$ cat config.mk
export PLATFORM = sky130hd
export DESIGN_NAME = tl_tx_arbiter
export DESIGN_NICKNAME = d
export VERILOG_FILES = /design/src/rtl/pcie_pkg.sv /design/src/rtl/tl_tx_arbiter.sv
export SDC_FILE = /design/constraint.sdc
export NUM_CORES = 1
export LEC_CHECK = 0
export ABC_AREA = 1
export CORE_AREA = 8 8 302 304
export DETAILED_ROUTE_END_ITERATION = 16
export DIE_AREA = 0 0 310 312
export DONT_BUFFER_PORTS = 1
export GPL_TIMING_DRIVEN = 0
export SYNTH_ARGS = -nofsm -noshare
export SYNTH_HDL_FRONTEND = slang
export SYNTH_SLANG_ARGS = --single-unit
export TNS_END_PERCENT = 50
$ cat constraint.sdc
create_clock -name clk -period 1.5 [get_ports clk]
set_input_delay 0 -clock clk [delete_from_list [all_inputs] [get_ports clk]]
set_output_delay 0 -clock clk [all_outputs]
set_load 0.02 [all_outputs]
$ cat src/rtl/pcie_pkg.sv
// Shared PCIe transmit definitions: memory request header layout, TX FSM
// state and arbitration select encodings, and the header-length-to-beats helper.
package PCIE_PKG;

  localparam int BEAT_DW = 8;

  typedef enum logic [1:0] {
    IDLE = 2'd0,
    HDR  = 2'd1,
    DATA = 2'd2
  } tx_state_e;

  typedef enum logic {
    SEL_P  = 1'b0,
    SEL_NP = 1'b1
  } tx_sel_e;

  // DW0 occupies bits [31:0]; the 10-bit length field sits at the bottom of DW0.
  typedef struct packed {
    logic [31:0] dw3;
    logic [31:0] dw2;
    logic [31:0] dw1;
    logic [2:0]  fmt;
    logic [4:0]  tlp_type;
    logic        t9;
    logic [2:0]  tc;
    logic        t8;
    logic        attr2;
    logic        ln;
    logic        th;
    logic        td;
    logic        ep;
    logic [1:0]  attr;
    logic [1:0]  at;
    logic [1:0]  length_h;
    logic [7:0]  length_l;
  } tlp_memory_req_hdr_t;

  // A length field of zero encodes 1024 DW, i.e. 128 beats.
  function automatic logic [7:0] beats_for_len(input logic [9:0] len);
    logic [10:0] dw;
    dw = (len == 10'd0) ? 11'd1024 : {1'b0, len};
    return 8'((dw + 11'(BEAT_DW - 1)) / 11'(BEAT_DW));
  endfunction

endpackage

$ cat src/rtl/tl_tx_arbiter.sv
// Transaction-layer TX arbiter: picks posted or non-posted TLPs from the
// header FIFOs and streams header plus payload beats to the data link layer.
module tl_tx_arbiter
  import PCIE_PKG::*;
#(
  parameter int TX_DEPTH_LG2 = 3
) (
  input  logic                    clk,
  input  logic                    rst_n,
  input  logic                    p_hdr_empty_i,
  input  logic [127:0]            p_hdr_rdata_i,
  output logic                    p_hdr_rden_o,
  input  logic                    p_data_empty_i,
  input  logic [255:0]            p_data_rdata_i,
  output logic                    p_data_rden_o,
  input  logic                    np_hdr_empty_i,
  input  logic [127:0]            np_hdr_rdata_i,
  output logic                    np_hdr_rden_o,
  input  logic [TX_DEPTH_LG2:0]   p_payload_cnt_i,
  output logic                    p_sent_o,
  input  logic                    fc_p_ok_i,
  input  logic                    fc_np_ok_i,
  output logic                    tlp_valid_o,
  input  logic                    tlp_ready_i,
  output logic [255:0]            tlp_data_o,
  output logic                    tlp_sop_o,
  output logic                    tlp_eop_o
);

  tx_state_e           state;
  tx_sel_e             sel;
  logic [7:0]          beat_cnt;
  tlp_memory_req_hdr_t hdr_sel;
  logic                p_elig;
  logic                np_elig;
  logic                hdr_accept;
  logic                data_accept;
  logic                last_beat;

  assign hdr_sel = (sel == SEL_NP) ? tlp_memory_req_hdr_t'(np_hdr_rdata_i)
                                   : tlp_memory_req_hdr_t'(p_hdr_rdata_i);

  // A queued posted header blocks NP even while it waits for payload or credit.
  assign p_elig      = ~p_hdr_empty_i & (p_payload_cnt_i != '0) & fc_p_ok_i;
  assign np_elig     = ~np_hdr_empty_i & fc_np_ok_i & p_hdr_empty_i;
  assign hdr_accept  = (state == HDR) & tlp_ready_i;
  assign data_accept = (state == DATA) & ~p_data_empty_i & tlp_ready_i;
  assign last_beat   = (beat_cnt == 8'd1);

  always_comb begin
    tlp_valid_o   = 1'b0;
    tlp_data_o    = '0;
    tlp_sop_o     = 1'b0;
    tlp_eop_o     = 1'b0;
    p_hdr_rden_o  = 1'b0;
    np_hdr_rden_o = 1'b0;
    p_data_rden_o = 1'b0;
    p_sent_o      = 1'b0;
    case (state)
      HDR: begin
        tlp_valid_o   = 1'b1;
        tlp_sop_o     = 1'b1;
        tlp_eop_o     = (sel == SEL_NP);
        tlp_data_o    = {128'b0, hdr_sel};
        p_hdr_rden_o  = hdr_accept & (sel == SEL_P) & ~p_hdr_empty_i;
        np_hdr_rden_o = hdr_accept & (sel == SEL_NP) & ~np_hdr_empty_i;
      end
      DATA: begin
        tlp_valid_o   = ~p_data_empty_i;
        tlp_data_o    = p_data_rdata_i;
        tlp_eop_o     = last_beat;
        p_data_rden_o = data_accept;
        p_sent_o      = data_accept & last_beat;
      end
      default: ;
    endcase
  end

  always_ff @(posedge clk) begin
    if (!rst_n) begin
      state    <= IDLE;
      sel      <= SEL_P;
      beat_cnt <= 8'd0;
    end else begin
      case (state)
        IDLE: begin
          if (p_elig) begin
            sel   <= SEL_P;
            state <= HDR;
          end else if (np_elig) begin
            sel   <= SEL_NP;
            state <= HDR;
          end
        end
        HDR: begin
          if (tlp_ready_i) begin
            if (sel == SEL_NP) begin
              state <= IDLE;
            end else begin
              state    <= DATA;
              beat_cnt <= beats_for_len({hdr_sel.length_h, hdr_sel.length_l});
            end
          end
        end
        DATA: begin
          if (data_accept) begin
            beat_cnt <= beat_cnt - 8'd1;
            if (last_beat) state <= IDLE;
          end
        end
        default: state <= IDLE;
      endcase
    end
  end

endmodule

## Yosys cells after proc, flatten, opt, wreduce, memory -nomap -nowiden

Index checks and enable logic that the tools add are counted.
W data, S select, Z words.

- Register bits: 11
- Output and inout bits: 263
- Bits of input ports: 524
- Logic and storage cells: 60

- Bitwise operators: 16
- Reductions and logical operators: 8
- Mux-type cells: 23
- Equality and inequality tests: 8
- $add $sub $neg: 2

Operators with widths:

| operator | number |
|---|---|
| $pmux W256 S2 | 1 |
| $mux W128 | 1 |
| $mux W8 | 3 |
| $pmux W8 S2 | 1 |
| $and A1 B1 Y1 | 12 |
| $mux W2 | 6 |
| $add A11 B3 Y11 const B | 1 |
| $mux W11 | 1 |
| $logic_not A10 Y1 | 1 |
| $eq A8 B1 Y1 const B | 1 |
| $ne A2 B2 Y1 const B | 4 |
| $reduce_and A4 Y1 | 2 |
| $sub A8 B1 Y8 const B | 1 |
| $mux W1 | 7 |
| $pmux W2 S3 | 1 |
| $not A1 Y1 | 4 |
| $pmux W1 S2 | 2 |
| $reduce_bool A2 Y1 | 2 |
| $reduce_bool A4 Y1 | 1 |
| $ne A3 B3 Y1 const B | 1 |
| $eq A2 B1 Y1 const B | 1 |
| $eq A2 B2 Y1 const B | 1 |
| $logic_not A2 Y1 | 1 |
| $reduce_and A2 Y1 | 1 |

## Depth between registers and ports, before layout

Gate-level depths: netlist of the first run.

- Word-level depth: 7
- Depth in mapped cells: 11
- Depth with buffers taken out: 10

## Worst setup path before layout of the first run

OpenSTA, ideal clock, no wires.

- Kind: flip-flop to output port
- Start: reg state[1]
- End: out np_hdr_rden_o
- Required time: 1,500 ps
- Slack: -239 ps
- Cell stages (with the launch flop): 8
- Arrival time: 1,739 ps
- Buffers on the path: 3
- Path through: dfxtp_1 -> inv_1 -> ha_1 -> buf_4 -> buf_2 -> buf_2 -> nand2_1 -> nor3_1

- Word-level cells in the longest chain between the ends: 5

Ends and longest elaborated chain:

| element | RTL line | text |
|---|---|---|
| from (decl) | tl_tx_arbiter.sv:30 | `tx_state_e state;` |
| from (signal assigned) | tl_tx_arbiter.sv:81 | `state <= IDLE;` |
| from (signal assigned) | tl_tx_arbiter.sv:89 | `state <= HDR;` |
| from (signal assigned) | tl_tx_arbiter.sv:92 | `state <= HDR;` |
| $eq A2 B1 Y1 (*) | tl_tx_arbiter.sv:46, tl_tx_arbiter.sv:59 |  |
| $and A1 B1 Y1 | tl_tx_arbiter.sv:46 | `assign hdr_accept = (state == HDR) & tlp_ready_i;` |
| $and A1 B1 Y1 (2 in series) | tl_tx_arbiter.sv:66 | `np_hdr_rden_o = hdr_accept & (sel == SEL_NP) & ~np_hdr_empty_i;` |
| $mux W1 (*) | tl_tx_arbiter.sv:59 | `case (state)` |
| to (decl) | tl_tx_arbiter.sv:18 | `output logic np_hdr_rden_o,` |

Every way passes the cells marked *; elsewhere a longest branch is shown, timed or not.

## Worst setup path in the final report of the first run

- Start: reg state[1]
- End: out tlp_data_o[91]

- Word-level cells in the longest chain between the ends: 2
- Elaborated cells on any way between the ends: 3
- Those cells by class: 2 x eq/ne; 1 x mux

Ends and longest elaborated chain:

| element | RTL line | text |
|---|---|---|
| $eq A2 B2 Y1 or $eq A2 B1 Y1 (tied branches) | tl_tx_arbiter.sv:59 |  |
| $pmux W256 S2 (*) | tl_tx_arbiter.sv:59 |  |
| to (decl) | tl_tx_arbiter.sv:25 | `output logic [255:0] tlp_data_o,` |

Marks and branches as above.

==> key figures, run 1 <==
STA
  – Period utilisation layout: 136.9%
  – Final Setup Violations: 271
  – Final Critical Period: 2054 ps
  – Final Hold Fails: 8
  – Min Hold Slack: -127.6 ps
  – Worst clock skew: 5.205 ps
  – Slew @ Worst Pin: 678.2 ps
  – Rel. slew slack: 54.54%
  – FMAX: 487.0 MHz
  – Slew Viols, Final: 0
  – Final setup margin: -553.6 ps
  – RSZ-0062 raised after global routing: true

Global route
  – Vias in the first global route: 9058
  – Antenna violations before repair: 44
  – Gr ovfl total: 0
  – Pin count of the biggest net entering global routing: 12
  – First-pass GRT wire length: 98.79 mm
  – GRT Util Overall: 15.59%

Floorplan
  – Starting Density: 6.529%
  – Chip Height: 312 µm
  – IO Count: 787
  – Core box area: 86210 µm²
  – Die X: 310 µm
  – Site row count: 108
  – Die ar.: 96720 µm²

Min path
  – Hold Path Stages: 2
  – Hold_sp: rst_n
  – Hold EP: state[1]$_SDFFE_PN0P_
  – Hold/Removal Path Class: primary input to register

Cells and area
  – Syn-to-layout area delta: 119.3%
  – Core Util, Final: 14.32%
  – Final Cell Area: 12340 µm²
  – Final net count: 1892
  – Share of cells above drive strength 1: 56.98%

Run status
  – Status: finished, violations left
  – Violated checks: negative hold slack, negative setup slack

Logic synthesis
  – Synth Instances: 1283
  – Synthesized area per cell: 4.387 µm²
  – #FFs+latches synth: 11
  – Sequential share of the synthesized area: 3.912%
  – Yosys warning count: 0
  – Syn_nets: 1812
  – Post-Syn Area: 5629 µm²
  – Yosys cell types: 32

Drt
  – DR vias/cell: 3.705
  – DRT iter0 DRCs: 705
  – Antenna-violating nets left: 0
  – Residual DRC: 0
  – WL final: 85.36 mm
  – Total number of vias: 9381
  – DR pass1 iterations: 5
  – Drt wl/cell: 33.71 µm

Setup path
  – Required @ worst endpoint: 1500 ps
  – Startpoint Class: register
  – Crit path max fanout: 7
  – Slowest cell on the critical path: dfxtp_4
  – Reg2reg start: state[0]$_SDFFE_PN0P_
  – Worst R2R Path Depth: 11
  – CP Data Arrival Time: 2050 ps
  – Critical path depth: 12
  – CP peak stage delay: 370 ps
  – CP cell instances: inv_4 -> ha_4 -> buf_12 -> nand2_8 -> inv_16 -> buf_12 -> buf_16 -> buf_8 -> nand2_4 -> nand3_4 -> nand2_4 -> clkinvlp_4
  – Crit path max-delay family: buffers and inverters
  – CP bufs+invs: 7
  – Worst reg2reg setup slack: -400 ps
  – Crit path capture type: primary output
  – Worst setup path class: register to primary output
  – Reg2Reg Capture Point: state[1]$_SDFFE_PN0P_

Place
  – PortBufs: 0
  – Post-DP Area: 7237 µm²
  – Post-DP HPWL: 71.92 mm
  – GP Congestion: 0.9293
  – Dpl ws: -1536 ps

Clock tree
  – CTS tree: done
  – Clock Sinks: 11
  – Clock root buffer: clkbuf_16
  – Clock slew at reported path FFs: 50 ps
  – Max clock buf depth: 2
  – Worst-Skew Late Latency: 250 ps
  – Hold-fix buffers at CTS: 2
  – H-tree levels: 1
  – Number of CTS-inserted buffers: 3

Pwr
  – Leak: 0.006835 µW
  – Max IR drop VDD: 0.7551 mV
  – Power Dens Cells: 1573 nW/µm²

Run
  – Maxcap violations: 0
[what timing repair did]
action / in CTS / in global routing
gates resized for setup: 566 / 585
pin swaps: 15 / 76
endpoints found under the setup margin: 273 / 272
buffers inserted: 19 / 38
cloned: 7 / 16
endpoints found under the hold margin: 10 / 8
[Yosys cell counts]
library cell	number	area share (%)
nand2_2	7	0.78
nand3b_1	2	0.27
a21oi_1	24	2.1
nand3_2	1	0.18
o22ai_2	1	0.22
a31oi_1	1	0.11
o21a_1	1	0.13
o21bai_1	1	0.13
buf_1	6	0.40
nand2_1	551	37
inv_2	2	0.13
clkbuf_1	46	3.1
buf_6	1	0.20
dfxtp_1	11	3.9
o21ai_0	8	0.71
nor2_4	1	0.20
ha_1	5	1.1
buf_2	30	2.7
nor3_2	1	0.18
buf_4	5	0.67
inv_4	1	0.11
nand3_4	1	0.31
buf_12	1	0.36
nand2_4	4	0.80
xor2_1	1	0.16
o21ai_2	3	0.47
nor2_1	20	1.3
nand4_1	6	0.67
nor3_1	2	0.18
nand3_1	257	23
o21ai_1	1	0.089
inv_1	281	19
[layout by cell type (no fill, tap or decap), types with 4 or more instances in the layout]
cell,instances
nand2_1,305
diode_2,15
a21oi_1,12
nand3_4,60
nand2_2,110
buf_4,32
clkinv_4,9
clkinvlp_4,30
nor2_1,18
inv_6,11
a21oi_4,11
inv_1,104
clkbuf_2,4
clkbuf_4,13
o21ai_0,8
nand2_4,141
inv_8,5
buf_8,12
nand2_8,6
nand4_1,6
dfxtp_1,9
nand3_1,109
buf_16,8
clkbuf_16,25
nand3_2,90
buf_2,8
buf_6,24
inv_2,50
buf_12,33
inv_4,74
[per-stage QoR]
stage	std cells	setup TNS [ps]	total power, µW
2_1_floorplan	1283	-259.2	7540
4_1_cts	2470	-97860	15710
6_report	2532	-79580	19420
3_5_place_dp	2438	-189140	11930
3_3_place_gp	2438	-194390	11880
5_1_grt	2528	-100020	20570
[worst reg2reg max path: stages (launching register included)]
cell and delay, ps:
dfxtp_4 360, inv_4 60, ha_4 120, buf_8 120
inv_6 40, nor3_4 410, nand4_1 240, nand2_2 170
nand3_4 90, nand2_1 70, nand2_1 50, nor2_1 100
[how the worst max path moves through the flow]
stage / from / end / slack (ps)
3_5_place_dp: state[1]$_SDFFE_PN0P_ / tlp_data_o[124] / -1540
3_3_place_gp: state[1]$_SDFFE_PN0P_ / tlp_data_o[113] / -1900
2_1_floorplan: state[0]$_SDFFE_PN0P_ / state[1]$_SDFFE_PN0P_ / -30
4_1_cts: state[0]$_SDFFE_PN0P_ / state[1]$_SDFFE_PN0P_ / -580
5_1_grt: state[0]$_SDFFE_PN0P_ / state[1]$_SDFFE_PN0P_ / -660
6_report: state[1]$_SDFFE_PN0P_ / tlp_data_o[91] / -550
[logic make-up after synthesis]
kind of cell / share of synthesized area [%]
buffers and inverters: 26.34
adders and majority gates: 1.111
DFF: 3.912
xor gates and xnor gates: 0.1556
and+or+nand+nor: 64.48
AOI/OAI and AO/OA: 4.001
[area by class of cell]
type                       count  area (µm²)
fill                        9887       73870
clock inverter                 1       5.005
sequential                    11       227.7
tap                         1155        1445
clock buffer                   3       75.07
multi-input combinational    899        6684
timing repair buffer          79        1250
antenna                       15       37.54
buffer                        85        1102
inverter                     284        1518
[report_power, final]
| part | internal, µW | switching [µW] | leakage, µW |
|---|---|---|---|
| Combinational | 6030 | 12400 | 0.00670 |
| Clock | 356 | 161 | 0.0000410 |
| Sequential | 422 | 98.7 | 0.0000916 |
| Total | 6810 | 12600 | 0.00683 |
[metal layers]
layer  global-route usage [%]  vias up  share of wire [%]
li1                         -     4010                  -
met1                    17.79     4498                 38
met2                    26.58      713                 47
met3                    6.627      128                 11
met4                    3.982       32                3.7
met5                        0        -               0.26
[registers in the layout, summed over array words and instances (netlist names)]
name      cells
beat_cnt      8
state         2
sel           1
Power figures use the tool's default switching activity.
==> inputs of run 2 (changes only) <==
--- a/config.mk
+++ b/config.mk
@@ -6,11 +6,14 @@
 export NUM_CORES = 1
 export LEC_CHECK = 0
 export ABC_AREA = 1
-export CORE_AREA = 8 8 302 304
+export CELL_PAD_IN_SITES_DETAIL_PLACEMENT = 1
+export CELL_PAD_IN_SITES_GLOBAL_PLACEMENT = 2
+export CORE_AREA = 8 8 297 299
 export DETAILED_ROUTE_END_ITERATION = 16
-export DIE_AREA = 0 0 310 312
+export DIE_AREA = 0 0 305 307
 export DONT_BUFFER_PORTS = 1
 export GPL_TIMING_DRIVEN = 0
+export PLACE_DENSITY_LB_ADDON = 0.1
 export SYNTH_ARGS = -nofsm -noshare
 export SYNTH_HDL_FRONTEND = slang
 export SYNTH_SLANG_ARGS = --single-unit
==> run 2 against run 1 <==
Compared with the run above:
- the flow still finishes with violations (negative hold slack, negative setup slack)
- critical path type unchanged
- sequential power barely moved
- cell count shrank 4.4%
- power is 16% lower
- clock power is 1% higher
==> key figures, run 2 (same netlist as run 1, synthesis figures left out) <==
STA
  – Final Hold Fails: 8
  – Final setup margin: -444.6 ps
  – Min Hold Slack: -127.2 ps
  – Worst clock skew: 4.985 ps
  – Slew @ Worst Pin: 600.2 ps
  – RSZ-0062 raised after global routing: true
  – Final Setup Violations: 270
  – Slew Viols, Final: 0
  – Period utilisation layout: 129.6%
  – Rel. slew slack: 59.94%
  – FMAX: 514.2 MHz
  – Final Critical Period: 1945 ps
  – Sum of negative setup slack: -73050 ps

Setup path
  – Crit path capture type: primary output
  – Required @ worst endpoint: 1500 ps
  – Worst reg2reg setup slack: -370 ps
  – CP bufs+invs: 6
  – CP dominant cell by count: buf_12
  – Slowest cell on the critical path: dfxtp_2
  – CP peak stage delay: 320 ps
  – Crit path max-delay family: buffers and inverters
  – Crit path max fanout: 8
  – CP Data Arrival Time: 1940 ps
  – CP cell instances: inv_2 -> ha_4 -> buf_12 -> buf_12 -> buf_16 -> buf_12 -> nand3_4 -> nand3_2 -> nand2_2 -> clkinvlp_4
  – Worst setup path class: register to primary output
  – Startpoint Class: register

Global route
  – GRT Util Overall: 13.23%
  – Vias in the first global route: 9566
  – Pin count of the biggest net entering global routing: 11
  – First-pass GRT wire length: 87.64 mm
  – Gr ovfl total: 0
  – Antenna violations before repair: 9

Drt
  – DRT iter0 DRCs: 417
  – WL final: 68.10 mm
  – Residual DRC: 0
  – Antenna-violating nets left: 0
  – DR vias/cell: 3.564
  – Drt wl/cell: 28.13 µm
  – Total number of vias: 8628
  – DR pass1 iterations: 6

Place
  – Post-DP HPWL: 56.95 mm
  – Cells after DPL: 2363
  – PortBufs: 0
  – GP Congestion: 0.8496

Cells and area
  – Finished Layout Cells: 2421
  – Core Util, Final: 12.60%
  – Max reg flops: 8
  – Biggest register: beat_cnt
  – Commonest non-fill, non-tap cells in the layout: 423 x nand2_1, 128 x nand3_1, 126 x inv_1
  – Syn-to-layout area delta: 86.08%
  – Final net count: 1865
  – Top Registers: beat_cnt: 8 flops, state: 2 flops, sel: 1 flops
  – # fillers: 10090
  – Commonest non-fill, non-tap cell in the layout: nand2_1
  – Share of cells above drive strength 1: 45.02%

Floorplan
  – Die ar.: 93640 µm²
  – Starting Density: 6.769%
  – Die X: 305 µm
  – Core box area: 83160 µm²
  – IO Count: 787
  – Site row count: 106
  – Chip Height: 307 µm

Min path
  – Hold/Removal Path Class: primary input to register

Clock tree
  – Clock root buffer: clkbuf_16
  – Clock Sinks: 11
  – Hold-fix buffers at CTS: 2
  – Number of CTS-inserted buffers: 3
  – H-tree levels: 1
  – CTS tree: done
  – Worst-Skew Late Latency: 240 ps
  – Clock slew at reported path FFs: 50 ps
  – Max clock buf depth: 2

Pwr
  – Total power: 16310 µW
  – Power Dens Cells: 1557 nW/µm²
  – Leak: 0.005737 µW
  – Max IR drop VDD: 0.4573 mV

Run status
  – Status: finished, violations left
  – Violated checks: negative hold slack, negative setup slack

Run
  – Maxcap violations: 0
run 2: cell types whose count changed in the layout (fill, tap and decap cells not counted), moves of 19 or more:
cell	previous run	this run
clkinvlp_4	30	10
nand2_2	110	84
nand3_1	109	128
inv_2	50	91
nand3_4	60	18
nand2_4	141	52
nand3_2	90	113
nand2_1	305	423
inv_1	104	126
run 2: path summary, 6_finish.rpt:
check,startpoint,end,depth (start not counted)
min reg2reg,state[0]$_SDFFE_PN0P_,state[0]$_SDFFE_PN0P_,2
max reg2reg,state[0]$_SDFFE_PN0P_,state[1]$_SDFFE_PN0P_,11
max,state[1]$_SDFFE_PN0P_,tlp_data_o[110],10
min,rst_n,state[1]$_SDFFE_PN0P_,2
run 2: where the power goes:
| group | internal [µW] | leakage, µW | switching, µW |
|---|---|---|---|
| sequential | 418 | 0.0000913 | 101 |
| clock | 360 | 0.0000382 | 162 |
| combinational | 5010 | 0.00561 | 10300 |
run 2: layout make-up:
type	instances	area [µm²]	share of cell area [%]
diodes	6	15.01	0.1433
clock buffers	4	78.83	0.7525
well taps	1080	1351	12.90
flip-flops and latches	11	225.2	2.150
multi-input cells	899	5524	52.74
inverters	284	1256	11.99
plain buffers	85	1189	11.35
repair buffers	52	835.8	7.979
run 2: metal layers:
layer	track usage [%]	wire length, µm
met1	12.88	23210
met2	27.89	39150
met4	1.423	800
met3	3.690	4925
met5	0	13
run 2: per-stage QoR:
stage / area [µm²] / setup slack [ps]
after floorplan: 5787 / -27.24
after global placement: 7138 / -1386
after detailed placement: 7138 / -1385
after CTS: 9646 / -527.4
after global routing: 10470 / -582.6
final: 10480 / -444.6
run 2: repair_timing:
item,CTS,global route
gates cloned,14,9
gates resized for setup,543,228
buffers inserted,22,10
pin swaps,37,33
endpoints found under the setup margin,272,273
hold endpoints to repair,10,8
==> inputs of run 3 (changes only) <==
--- a/config.mk
+++ b/config.mk
@@ -8,12 +8,13 @@
 export ABC_AREA = 1
 export CELL_PAD_IN_SITES_DETAIL_PLACEMENT = 1
 export CELL_PAD_IN_SITES_GLOBAL_PLACEMENT = 2
-export CORE_AREA = 8 8 297 299
+export CORE_AREA = 2 2 308 310
 export DETAILED_ROUTE_END_ITERATION = 16
-export DIE_AREA = 0 0 305 307
+export DIE_AREA = 0 0 310 312
 export DONT_BUFFER_PORTS = 1
 export GPL_TIMING_DRIVEN = 0
 export PLACE_DENSITY_LB_ADDON = 0.1
+export SETUP_SLACK_MARGIN = 0.5
 export SYNTH_ARGS = -nofsm -noshare
 export SYNTH_HDL_FRONTEND = slang
 export SYNTH_SLANG_ARGS = --single-unit
==> run 3 against run 2 <==
Compared with the run above:
- the flow still finishes with violations (negative hold slack, negative setup slack)
- worst hold slack got worse by 8.6 ps
- largest power group unchanged
- highest routed layer unchanged
- power rose by 5.9%
- critical path type unchanged
- cell area rose by 7.3%
- flip-flop and latch count did not move
- critical path depth did not move
==> key figures, run 3 (same netlist as run 1, synthesis figures left out) <==
Run status
  – Status: finished, violations left
  – Violated checks: negative hold slack, negative setup slack

Min path
  – Hold/Removal Path Class: primary input to register
  – Hold Path Stages: 2

STA
  – Worst clock skew: 0.9888 ps
  – Slew @ Worst Pin: 544.5 ps
  – RSZ-0062 raised after global routing: true
  – Final Hold Fails: 8
  – Final setup margin: -440.4 ps
  – FMAX: 515.4 MHz
  – Final Setup Violations: 255
  – Min Hold Slack: -135.7 ps
  – Rel. slew slack: 63.56%
  – Slew Viols, Final: 0
  – Period utilisation layout: 129.4%
  – Final Critical Period: 1940 ps

Global route
  – Gr ovfl total: 0
  – Pin count of the biggest net entering global routing: 11
  – GRT Util Overall: 11.71%
  – Vias in the first global route: 8995
  – First-pass GRT wire length: 78.46 mm
  – Antenna violations before repair: 5

Cells and area
  – Final net count: 1867
  – Final Cell Area: 11240 µm²
  – Share of cells above drive strength 1: 50.79%
  – Syn-to-layout area delta: 99.64%
  – Max reg flops: 8
  – Biggest register: beat_cnt
  – Core Util, Final: 12.08%
  – Commonest non-fill, non-tap cell in the layout: nand2_1
  – # fillers: 11317
  – Commonest non-fill, non-tap cells in the layout: 344 x nand2_1, 168 x nand3_1, 103 x nand2_2
  – Top Registers: beat_cnt: 8 flops, state: 2 flops, sel: 1 flops

Setup path
  – Crit path max-delay family: buffers and inverters
  – Slowest cell on the critical path: dfxtp_4
  – Worst R2R Path Depth: 10
  – CP Data Arrival Time: 1940 ps
  – Crit path capture type: primary output
  – Crit path max fanout: 6
  – CP bufs+invs: 8
  – CP cell instances: inv_4 -> ha_4 -> buf_12 -> buf_8 -> buf_6 -> clkbuf_16 -> clkbuf_16 -> buf_12 -> nand2_4 -> clkinvlp_4
  – Worst setup path class: register to primary output
  – Critical path depth: 10
  – CP peak stage delay: 380 ps
  – Worst reg2reg setup slack: -360 ps
  – Startpoint Class: register
  – Required @ worst endpoint: 1500 ps

Floorplan
  – Core box area: 93050 µm²
  – Die ar.: 96720 µm²
  – Site row count: 112
  – IO Count: 787
  – Die X: 310 µm
  – Starting Density: 6.050%
  – Chip Height: 312 µm

Clock tree
  – Clock root buffer: clkbuf_16
  – Clock Sinks: 11
  – Clock slew at reported path FFs: 50 ps
  – Number of CTS-inserted buffers: 3
  – CTS tree: done
  – Hold-fix buffers at CTS: 2
  – Worst-Skew Late Latency: 250 ps
  – H-tree levels: 1
  – Max clock buf depth: 2

Drt
  – DRT iter0 DRCs: 311
  – Drt wl/cell: 23.90 µm
  – Residual DRC: 0
  – DR vias/cell: 3.328
  – DR pass1 iterations: 4
  – WL final: 61.96 mm
  – Total number of vias: 8629
  – Antenna-violating nets left: 0

Place
  – Post-DP HPWL: 51.63 mm
  – GP Congestion: 0.8373
  – Post-DP Area: 7646 µm²
  – PortBufs: 0
  – Dpl ws: -866.5 ps

Pwr
  – Total power: 17260 µW
  – Leak: 0.006088 µW
  – Power Dens Cells: 1536 nW/µm²
  – Max IR drop VDD: 0.6076 mV

Run
  – Maxcap violations: 0
-- run 3: final cells by class --
type	instances	area (µm²)	share of cell area (%)
timing repair buffer	50	854.6	7.604
buffer	89	1249	11.11
tap	1254	1569	13.96
multi-input combinational	899	5842	51.98
inverter	284	1413	12.57
sequential	11	227.7	2.026
antenna	2	5.005	0.04453
clock buffer	4	78.83	0.7014
-- run 3: per-layer routing --
metal | up-vias | track usage, % | part of all wire (%)
met3 | 39 | 1.872 | 5.6
met1 | 4216 | 12.19 | 36
li1 | 3929 | - | -
met5 | - | 0 | 0.032
met4 | 4 | 1.910 | 1.7
met2 | 441 | 24.22 | 57
-- run 3: where the power goes --
| part | internal [µW] | switching [µW] | leakage [µW] |
|---|---|---|---|
| clock | 362 | 182 | 0.0000382 |
| combinational | 5570 | 10600 | 0.00596 |
| sequential | 422 | 104 | 0.0000916 |
-- run 3: timing repair --
action,4_1_cts,5_1_grt
endpoints found under the setup margin,273,273
buffers inserted,22,5
gates resized for setup,453,357
endpoints found under the hold margin,10,8
pin swaps,7,13
gates cloned,11,10
-- run 3: through the flow --
stage               instances  setup TNS [ps]
global route             2592         -100040
global placement         2537         -131710
CTS                      2576          -81730
floorplan                1283          -10.36
detailed placement       2537         -131550
finish                   2593          -74560
-- run 3: worst register-to-register path, stage by stage, from the launching register on --
cell and delay, ps:
dfxtp_4 360, inv_4 60, ha_4 130, buf_12 130, inv_8 40, nor3_4 370
nand4_1 250, nand2_2 150, nand3_2 100, nor2_1 110, nor2_1 50
-- run 3: path summary, 6_finish.rpt --
path / to / start
max reg2reg: state[1]$_SDFFE_PN0P_ / state[0]$_SDFFE_PN0P_
max: tlp_data_o[207] / state[0]$_SDFFE_PN0P_
min reg2reg: state[0]$_SDFFE_PN0P_ / state[0]$_SDFFE_PN0P_
min: state[1]$_SDFFE_PN0P_ / rst_n
